## src/rtl/maze_ram_arbiter_if.sv

```systemverilog
// Bus bundle joining the maze RAM arbiter to the VGA renderer, the game logic and the cell RAM.
// The slave modport is the arbiter's view; master is the view of everything around it.
interface maze_ram_arbiter_if #(
  parameter int unsigned ADDR_W = 10,
  parameter int unsigned DATA_W = 4
);
  // VGA renderer side
  logic              vga_blank;
  logic              vga_req;
  logic [ADDR_W-1:0] vga_addr;
  logic              vga_gnt;
  logic              vga_rvalid;
  logic [DATA_W-1:0] vga_rdata;

  // Game logic side
  logic              game_req;
  logic              game_we;
  logic [ADDR_W-1:0] game_addr;
  logic [DATA_W-1:0] game_wdata;
  logic              game_gnt;
  logic              game_rvalid;
  logic [DATA_W-1:0] game_rdata;

  // Single-port cell RAM side
  logic              ram_en;
  logic              ram_we;
  logic [ADDR_W-1:0] ram_addr;
  logic [DATA_W-1:0] ram_wdata;
  logic [DATA_W-1:0] ram_rdata;

  modport slave (
    input  vga_blank, vga_req, vga_addr,
    input  game_req, game_we, game_addr, game_wdata,
    input  ram_rdata,
    output vga_gnt, vga_rvalid, vga_rdata,
    output game_gnt, game_rvalid, game_rdata,
    output ram_en, ram_we, ram_addr, ram_wdata
  );

  modport master (
    output vga_blank, vga_req, vga_addr,
    output game_req, game_we, game_addr, game_wdata,
    output ram_rdata,
    input  vga_gnt, vga_rvalid, vga_rdata,
    input  game_gnt, game_rvalid, game_rdata,
    input  ram_en, ram_we, ram_addr, ram_wdata
  );
endinterface

```

## src/rtl/maze_ram_arbiter.sv

```systemverilog
// Two-requester arbiter for the single-port maze cell RAM with owner-tagged fixed-latency reads.
// Define ARB_STATS_EN to add the starvation / VGA-wait statistics counters.
module maze_ram_arbiter #(
  parameter int unsigned ADDR_W     = 10,
  parameter int unsigned DATA_W     = 4,
  parameter int unsigned RD_LAT     = 1,
  parameter int unsigned STARVE_MAX = 8
) (
  input  logic                     clk_i,
  input  logic                     rst_ni,
  maze_ram_arbiter_if.slave        bus_io
`ifdef ARB_STATS_EN
  ,
  output logic [15:0]              stat_starve_o,
  output logic [15:0]              stat_vga_wait_o
`endif
);

  // owner: 1 = game, 0 = VGA
  typedef struct packed {
    logic valid;
    logic owner;
  } tag_t;

  localparam logic [7:0] StarveMax = 8'(STARVE_MAX);

  logic              vga_gnt;
  logic              game_gnt;
  logic              any_gnt;
  logic              starve;
  logic [7:0]        wait_q, wait_d;

  logic              ram_en_q;
  logic              ram_we_q;
  logic              ram_owner_q;
  logic [ADDR_W-1:0] ram_addr_q;
  logic [DATA_W-1:0] ram_wdata_q;

  tag_t              tag_q [RD_LAT];
  tag_t              tag_ret;

  logic              vga_rvalid_q;
  logic              game_rvalid_q;
  logic [DATA_W-1:0] vga_rdata_q;
  logic [DATA_W-1:0] game_rdata_q;

  assign starve  = (wait_q >= StarveMax);
  assign tag_ret = tag_q[RD_LAT-1];

  always_comb begin
    vga_gnt  = 1'b0;
    game_gnt = 1'b0;
    if (rst_ni) begin
      if (bus_io.game_req && (bus_io.vga_blank || starve)) begin
        game_gnt = 1'b1;
      end else if (bus_io.vga_req) begin
        vga_gnt = 1'b1;
      end else if (bus_io.game_req) begin
        game_gnt = 1'b1;
      end
    end
  end

  assign any_gnt = vga_gnt | game_gnt;

  always_comb begin
    wait_d = wait_q;
    if (!bus_io.game_req || game_gnt) begin
      wait_d = '0;
    end else if (!starve) begin
      wait_d = wait_q + 8'd1;
    end
  end

  always_ff @(posedge clk_i or negedge rst_ni) begin
    if (!rst_ni) begin
      wait_q        <= '0;
      ram_en_q      <= 1'b0;
      ram_we_q      <= 1'b0;
      ram_owner_q   <= 1'b0;
      ram_addr_q    <= '0;
      ram_wdata_q   <= '0;
      for (int i = 0; i < RD_LAT; i++) begin
        tag_q[i] <= '0;
      end
      vga_rvalid_q  <= 1'b0;
      game_rvalid_q <= 1'b0;
      vga_rdata_q   <= '0;
      game_rdata_q  <= '0;
    end else begin
      wait_q   <= wait_d;
      ram_en_q <= any_gnt;
      ram_we_q <= game_gnt & bus_io.game_we;
      if (any_gnt) begin
        ram_owner_q <= game_gnt;
        ram_addr_q  <= game_gnt ? bus_io.game_addr : bus_io.vga_addr;
      end
      // VGA never writes, so wdata only follows game grants
      if (game_gnt) begin
        ram_wdata_q <= bus_io.game_wdata;
      end

      // Tag travels alongside the RAM access and retires when its data is valid
      tag_q[0] <= tag_t'{valid: ram_en_q & ~ram_we_q, owner: ram_owner_q};
      for (int i = 1; i < RD_LAT; i++) begin
        tag_q[i] <= tag_q[i-1];
      end

      vga_rvalid_q  <= tag_ret.valid & ~tag_ret.owner;
      game_rvalid_q <= tag_ret.valid & tag_ret.owner;
      if (tag_ret.valid && !tag_ret.owner) begin
        vga_rdata_q <= bus_io.ram_rdata;
      end
      if (tag_ret.valid && tag_ret.owner) begin
        game_rdata_q <= bus_io.ram_rdata;
      end
    end
  end

  assign bus_io.vga_gnt     = vga_gnt;
  assign bus_io.game_gnt    = game_gnt;
  assign bus_io.ram_en      = ram_en_q;
  assign bus_io.ram_we      = ram_we_q;
  assign bus_io.ram_addr    = ram_addr_q;
  assign bus_io.ram_wdata   = ram_wdata_q;
  assign bus_io.vga_rvalid  = vga_rvalid_q;
  assign bus_io.vga_rdata   = vga_rdata_q;
  assign bus_io.game_rvalid = game_rvalid_q;
  assign bus_io.game_rdata  = game_rdata_q;

`ifdef ARB_STATS_EN
  logic [15:0] stat_starve_q;
  logic [15:0] stat_vga_wait_q;
  logic        starve_win;

  // With VGA asking in the visible region, only the starvation escape lets game win
  assign starve_win = game_gnt & bus_io.vga_req & ~bus_io.vga_blank;

  always_ff @(posedge clk_i or negedge rst_ni) begin
    if (!rst_ni) begin
      stat_starve_q   <= '0;
      stat_vga_wait_q <= '0;
    end else begin
      if (starve_win && stat_starve_q != 16'hFFFF) begin
        stat_starve_q <= stat_starve_q + 16'd1;
      end
      if (bus_io.vga_req && !vga_gnt && stat_vga_wait_q != 16'hFFFF) begin
        stat_vga_wait_q <= stat_vga_wait_q + 16'd1;
      end
    end
  end

  assign stat_starve_o   = stat_starve_q;
  assign stat_vga_wait_o = stat_vga_wait_q;
`endif

endmodule

```

## src/flat_wrapper.sv

```systemverilog
// flat-port wrapper written by rule: the top's interface ports become plain ports
module maze_ram_arbiter_flat 
#(
  parameter int unsigned ADDR_W     = 10,
  parameter int unsigned DATA_W     = 4,
  parameter int unsigned RD_LAT     = 1,
  parameter int unsigned STARVE_MAX = 8
)
  (clk_i, rst_ni, bus_io_vga_blank, bus_io_vga_req, bus_io_vga_addr, bus_io_game_req, bus_io_game_we, bus_io_game_addr, bus_io_game_wdata, bus_io_ram_rdata, bus_io_vga_gnt, bus_io_vga_rvalid, bus_io_vga_rdata, bus_io_game_gnt, bus_io_game_rvalid, bus_io_game_rdata, bus_io_ram_en, bus_io_ram_we, bus_io_ram_addr, bus_io_ram_wdata);
  maze_ram_arbiter_if #(.ADDR_W(ADDR_W), .DATA_W(DATA_W)) bus_io_i ();
  input  logic clk_i;
  input  logic rst_ni;
  input wire logic [$bits(bus_io_i.vga_blank)-1:0] bus_io_vga_blank;
  input wire logic [$bits(bus_io_i.vga_req)-1:0] bus_io_vga_req;
  input wire logic [$bits(bus_io_i.vga_addr)-1:0] bus_io_vga_addr;
  input wire logic [$bits(bus_io_i.game_req)-1:0] bus_io_game_req;
  input wire logic [$bits(bus_io_i.game_we)-1:0] bus_io_game_we;
  input wire logic [$bits(bus_io_i.game_addr)-1:0] bus_io_game_addr;
  input wire logic [$bits(bus_io_i.game_wdata)-1:0] bus_io_game_wdata;
  input wire logic [$bits(bus_io_i.ram_rdata)-1:0] bus_io_ram_rdata;
  output wire logic [$bits(bus_io_i.vga_gnt)-1:0] bus_io_vga_gnt;
  output wire logic [$bits(bus_io_i.vga_rvalid)-1:0] bus_io_vga_rvalid;
  output wire logic [$bits(bus_io_i.vga_rdata)-1:0] bus_io_vga_rdata;
  output wire logic [$bits(bus_io_i.game_gnt)-1:0] bus_io_game_gnt;
  output wire logic [$bits(bus_io_i.game_rvalid)-1:0] bus_io_game_rvalid;
  output wire logic [$bits(bus_io_i.game_rdata)-1:0] bus_io_game_rdata;
  output wire logic [$bits(bus_io_i.ram_en)-1:0] bus_io_ram_en;
  output wire logic [$bits(bus_io_i.ram_we)-1:0] bus_io_ram_we;
  output wire logic [$bits(bus_io_i.ram_addr)-1:0] bus_io_ram_addr;
  output wire logic [$bits(bus_io_i.ram_wdata)-1:0] bus_io_ram_wdata;
  assign bus_io_i.vga_blank = bus_io_vga_blank;
  assign bus_io_i.vga_req = bus_io_vga_req;
  assign bus_io_i.vga_addr = bus_io_vga_addr;
  assign bus_io_i.game_req = bus_io_game_req;
  assign bus_io_i.game_we = bus_io_game_we;
  assign bus_io_i.game_addr = bus_io_game_addr;
  assign bus_io_i.game_wdata = bus_io_game_wdata;
  assign bus_io_i.ram_rdata = bus_io_ram_rdata;
  assign bus_io_vga_gnt = bus_io_i.vga_gnt;
  assign bus_io_vga_rvalid = bus_io_i.vga_rvalid;
  assign bus_io_vga_rdata = bus_io_i.vga_rdata;
  assign bus_io_game_gnt = bus_io_i.game_gnt;
  assign bus_io_game_rvalid = bus_io_i.game_rvalid;
  assign bus_io_game_rdata = bus_io_i.game_rdata;
  assign bus_io_ram_en = bus_io_i.ram_en;
  assign bus_io_ram_we = bus_io_i.ram_we;
  assign bus_io_ram_addr = bus_io_i.ram_addr;
  assign bus_io_ram_wdata = bus_io_i.ram_wdata;
  maze_ram_arbiter #(.ADDR_W(ADDR_W), .DATA_W(DATA_W), .RD_LAT(RD_LAT), .STARVE_MAX(STARVE_MAX)) u_core (.clk_i(clk_i), .rst_ni(rst_ni), .bus_io(bus_io_i));
endmodule
```

## config.mk

```make
export PLATFORM = sky130hd
export DESIGN_NAME = maze_ram_arbiter_flat
export DESIGN_NICKNAME = d
export VERILOG_FILES = /design/src/rtl/maze_ram_arbiter_if.sv /design/src/rtl/maze_ram_arbiter.sv /design/src/flat_wrapper.sv
export SDC_FILE = /design/constraint.sdc
export NUM_CORES = 1
export LEC_CHECK = 0
export CAP_MARGIN = 40
export CORE_MARGIN = 2
export CORE_UTILIZATION = 47
export CTS_BUF_LIST = sky130_fd_sc_hd__clkbuf_4
export DETAILED_ROUTE_END_ITERATION = 10
export GPL_TIMING_DRIVEN = 0
export PLACE_DENSITY = 0.88
export SLEW_MARGIN = 25
export SYNTH_ARGS = -nofsm -noshare
export SYNTH_HDL_FRONTEND = slang
export SYNTH_SLANG_ARGS = --single-unit
```

## constraint.sdc

```tcl
create_clock -name clk_i -period 3.5 [get_ports clk_i]
set_clock_uncertainty 0.2 [all_clocks]
set_input_delay 0.7 -clock clk_i [delete_from_list [all_inputs] [get_ports clk_i]]
set_output_delay 0.7 -clock clk_i [all_outputs]
set_load 0.01 [all_outputs]
```

==> results of run 1 <==
## critical path, stage by stage
cell	delay [ns]
clkdlybuf4s50_1	0.49
or4b_1	0.46
o211a_1	0.23
buf_6	0.14
buf_12	0.14
dlygate4sd2_1	0.28
## state kept, by name, summed over array words and instances (netlist names)
register / cells
u_core.wait_q: 8
u_core.ram_owner_q: 1
u_core.bus_io.ram_we: 1
u_core.bus_io.ram_wdata: 4
u_core.tag_q: 2
u_core.bus_io.game_rdata: 4
u_core.bus_io.vga_rdata: 4
u_core.bus_io.vga_rvalid: 1
u_core.bus_io.game_rvalid: 1
u_core.bus_io.ram_addr: 10
u_core.bus_io.ram_en: 1
## metrics by stage
| step | setup TNS [ns] | setup slack, ns | utilization |
|---|---|---|---|
| floorplan | 0 | 0.9271 | - |
| global placement | -2.475 | -0.9265 | 0.7156 |
| detailed placement | -0.05270 | -0.05270 | 0.7205 |
| CTS | 0 | 0.1343 | 0.7398 |
| global route | 0 | 0.03208 | 0.7398 |
| finish | 0 | 0.1389 | 0.7398 |
## worst max-delay path by stage
stage | to | from | slack (ns) | depth (start not counted)
floorplan | bus_io_game_gnt | bus_io_vga_blank | 0.93 | 4
global placement | bus_io_game_gnt | rst_ni | -0.93 | 5
detailed placement | bus_io_game_gnt | bus_io_vga_req | -0.05 | 6
CTS | bus_io_game_gnt | bus_io_vga_req | 0.13 | 6
global route | bus_io_game_gnt | rst_ni | 0.03 | 7
finish | bus_io_game_gnt | bus_io_vga_req | 0.14 | 6
## power breakdown
group,switching [W],internal [W]
clock,0.000129,0.0000725
combinational,0.0000993,0.000173
sequential,0.0000299,0.000485
total,0.000259,0.000730
## cell type report
class                      instances  area, um2
buffer                             5      42.54
fill                             231      794.5
tap                               44      55.05
inverter                           3      11.26
sequential                        37      925.9
multi-input combinational         75      539.3
timing repair buffer              63      634.4
clock inverter                     3      12.51
clock buffer                       5      37.54
## cells in the final DEF (no fill, tap or decap), types with 2 or more instances in the layout
cell type | synthesis | final
a21oi_1 | 13 | 13
and3_1 | 3 | 3
buf_12 | 1 | 2
clkbuf_1 | 3 | 3
clkbuf_4 | 0 | 5
clkdlybuf4s50_1 | 0 | 59
clkinv_1 | 0 | 2
dfrtp_1 | 37 | 37
ha_1 | 2 | 2
inv_1 | 3 | 3
mux2_2 | 12 | 12
mux2i_1 | 10 | 10
nand2_1 | 3 | 3
nor2_1 | 15 | 15
nor2b_1 | 2 | 2
nor3_1 | 2 | 2
## cell families after synthesis
group                    share of synthesized area
multiplexers                                0.1549
AO/OA/AOI/OAI                              0.06919
adder cells (fa/ha/maj)                    0.01647
XOR/XNOR                                   0.01153
flip-flops                                  0.6096
AND/OR/NAND/NOR                             0.1030
buffers and inverters                      0.03542
## layer usage
layer | up-vias | GRT usage | part of all wire
met5 | - | 0 | 0
met4 | 0 | 0.09317 | 0.022
met3 | 7 | 0.05117 | 0.070
met2 | 48 | 0.3533 | 0.54
met1 | 564 | 0.1978 | 0.37
li1 | 558 | - | -
## timing repair
action                                 4_1_cts  5_1_grt
hold buffers                                 1        0
resized for setup                            1        0
setup endpoints to repair                    1        0
endpoints found under the hold margin        6        0
==> metrics.md, run 1 <==
| Metric | Value |
|---|---|
| Post-synth ARST share | `1.000` |
| Placed Area | `2200 um2` |
| Max-Cap Viols | `0` |
| Slew headroom | `0.7005` |
| Largest net degree at the start of global routing | `35` |
| FF-to-FF path depth | `6` |
| PwrDens | `437.6 nW/um2` |
| Synth top cells by count | `dfrtp_1 (37), nor2_1 (15), a21oi_1 (13)` |
| Routed wire per std cell | `13.49 um` |
| Top-count cell post-synth | `dfrtp_1` |
| DRC viols | `0` |
| Ys Warns | `0` |
| Mapped Area | `1519 um2` |
| Worst Hold Launch | `u_core.ram_owner_q` |
| CP Data Required Time | `2.60 ns` |
| Share of the yosys chip area belonging to registers | `0.6096` |
| Fin area | `approximately 2300 um2` |
| Achievable frequency | `approximately 300 MHz` |
| R2R Path End | `u_core.bus_io.ram_addr[7]` |
| Syn Area/Cell | `~13 um2` |
| #FFs+latches synth | `37` |
| Die height | `60.85 um` |
| First drt pass iteration count | `4` |
| Placer Congestion | `about 0.75` |
| HP Class | `flip-flop to flip-flop` |
| Slew Limit Fails | `0` |
| Die X | `60.85 um` |
| Number of enable flip-flop cells after synthesis | `0` |
| Endpoints failing setup | `0` |
| Gr ovfl total | `0` |
| Pleak | `0.9838 nW` |
| Unrepaired setup endpoints after global routing | `false` |
| Run status | `complete, no violations` |
| Starting density of the core | `0.4975` |
| H-Tree Depth | `2` |
| Share of the synthesized area in the top cell type | `0.6096` |
| Clock sink total | `37` |
| Total Power | `0.0009884 W` |
| Clock buffer depth | `2` |
| Clk_lat worst skew | `0.34 ns` |
| IO Port Bufs | `a little over 60` |
| WP data arrival | `2.46 ns` |
| Worst setup SP type | `input pin` |
| Routed vias | `around 1200` |
| Worst VDD drop | `0.2663 mV` |
| Tmin final | `3.361 ns` |
| Worst reg2reg path startpoint | `u_core.wait_q[6]` |
| Most used DFF post-synth | `dfrtp_1` |
| WHS | `0.2059 ns` |
| First-pass GRT wire length | `slightly above 5 mm` |
| Synth top area cells | `dfrtp_1 (61%), mux2_2 (8.9%), mux2i_1 (6.6%)` |
| Library cells used by synthesis | `27` |
| Final Hold Fails | `0` |
| CP Class | `input pin to output port` |
| Placed insts | `226` |
| Post-DRT Antenna Nets | `0` |
| CTS root buf | `clkbuf_4` |
| Via/cell ratio | `approximately 5.0` |
| Tightest Pin Transition | `0.4459 ns` |
| Syn nets | `156` |
| Final WL | `~3.2 mm` |
| Hold EP | `u_core.tag_q[0]` |
| # diodes | `0` |
| Reg2Reg Setup Slack | `1.43 ns` |
| Post-layout net count | `226` |
| Post-CTS Setup Bufs | `0` |
| CP Capture Type | `output port` |
| Non-Filler Instances | `roughly 240` |
| Cts bufs inserted | `5` |
| Critical path peak fanout | `10` |
| Ports | `62` |
| DP HPWL | `2.501 mm` |
| Cells after synthesis | `120` |
| Initial antenna violation count | `0` |
| Number of global-route vias before repair | `roughly 1200` |
| Crit share post-route | `0.9603` |
| Gr usage total | `0.1911` |
| Share of cells above drive strength 1 | `0.1361` |
| Worst Hold Path Cells | `0` |
| Core area | `~3000 um2` |
| Layout area overhead | `48.68%` |
| Reg clk slew, reported paths | `0.10 ns` |
| Area leader, netlist | `dfrtp_1` |
| Site row count | `20` |
| Die footprint | `3703 um2` |
| CTS tree | `yes` |
| First DRT Iteration DRCs | `16` |
(Power assumes the default switching activity.)
==> run 2, diff against run 1 <==
- CTS_CLUSTER_DIAMETER: unset -> 60
==> results of run 2 <==
The final DEF is identical to that of run 1; final timing and power are the same.
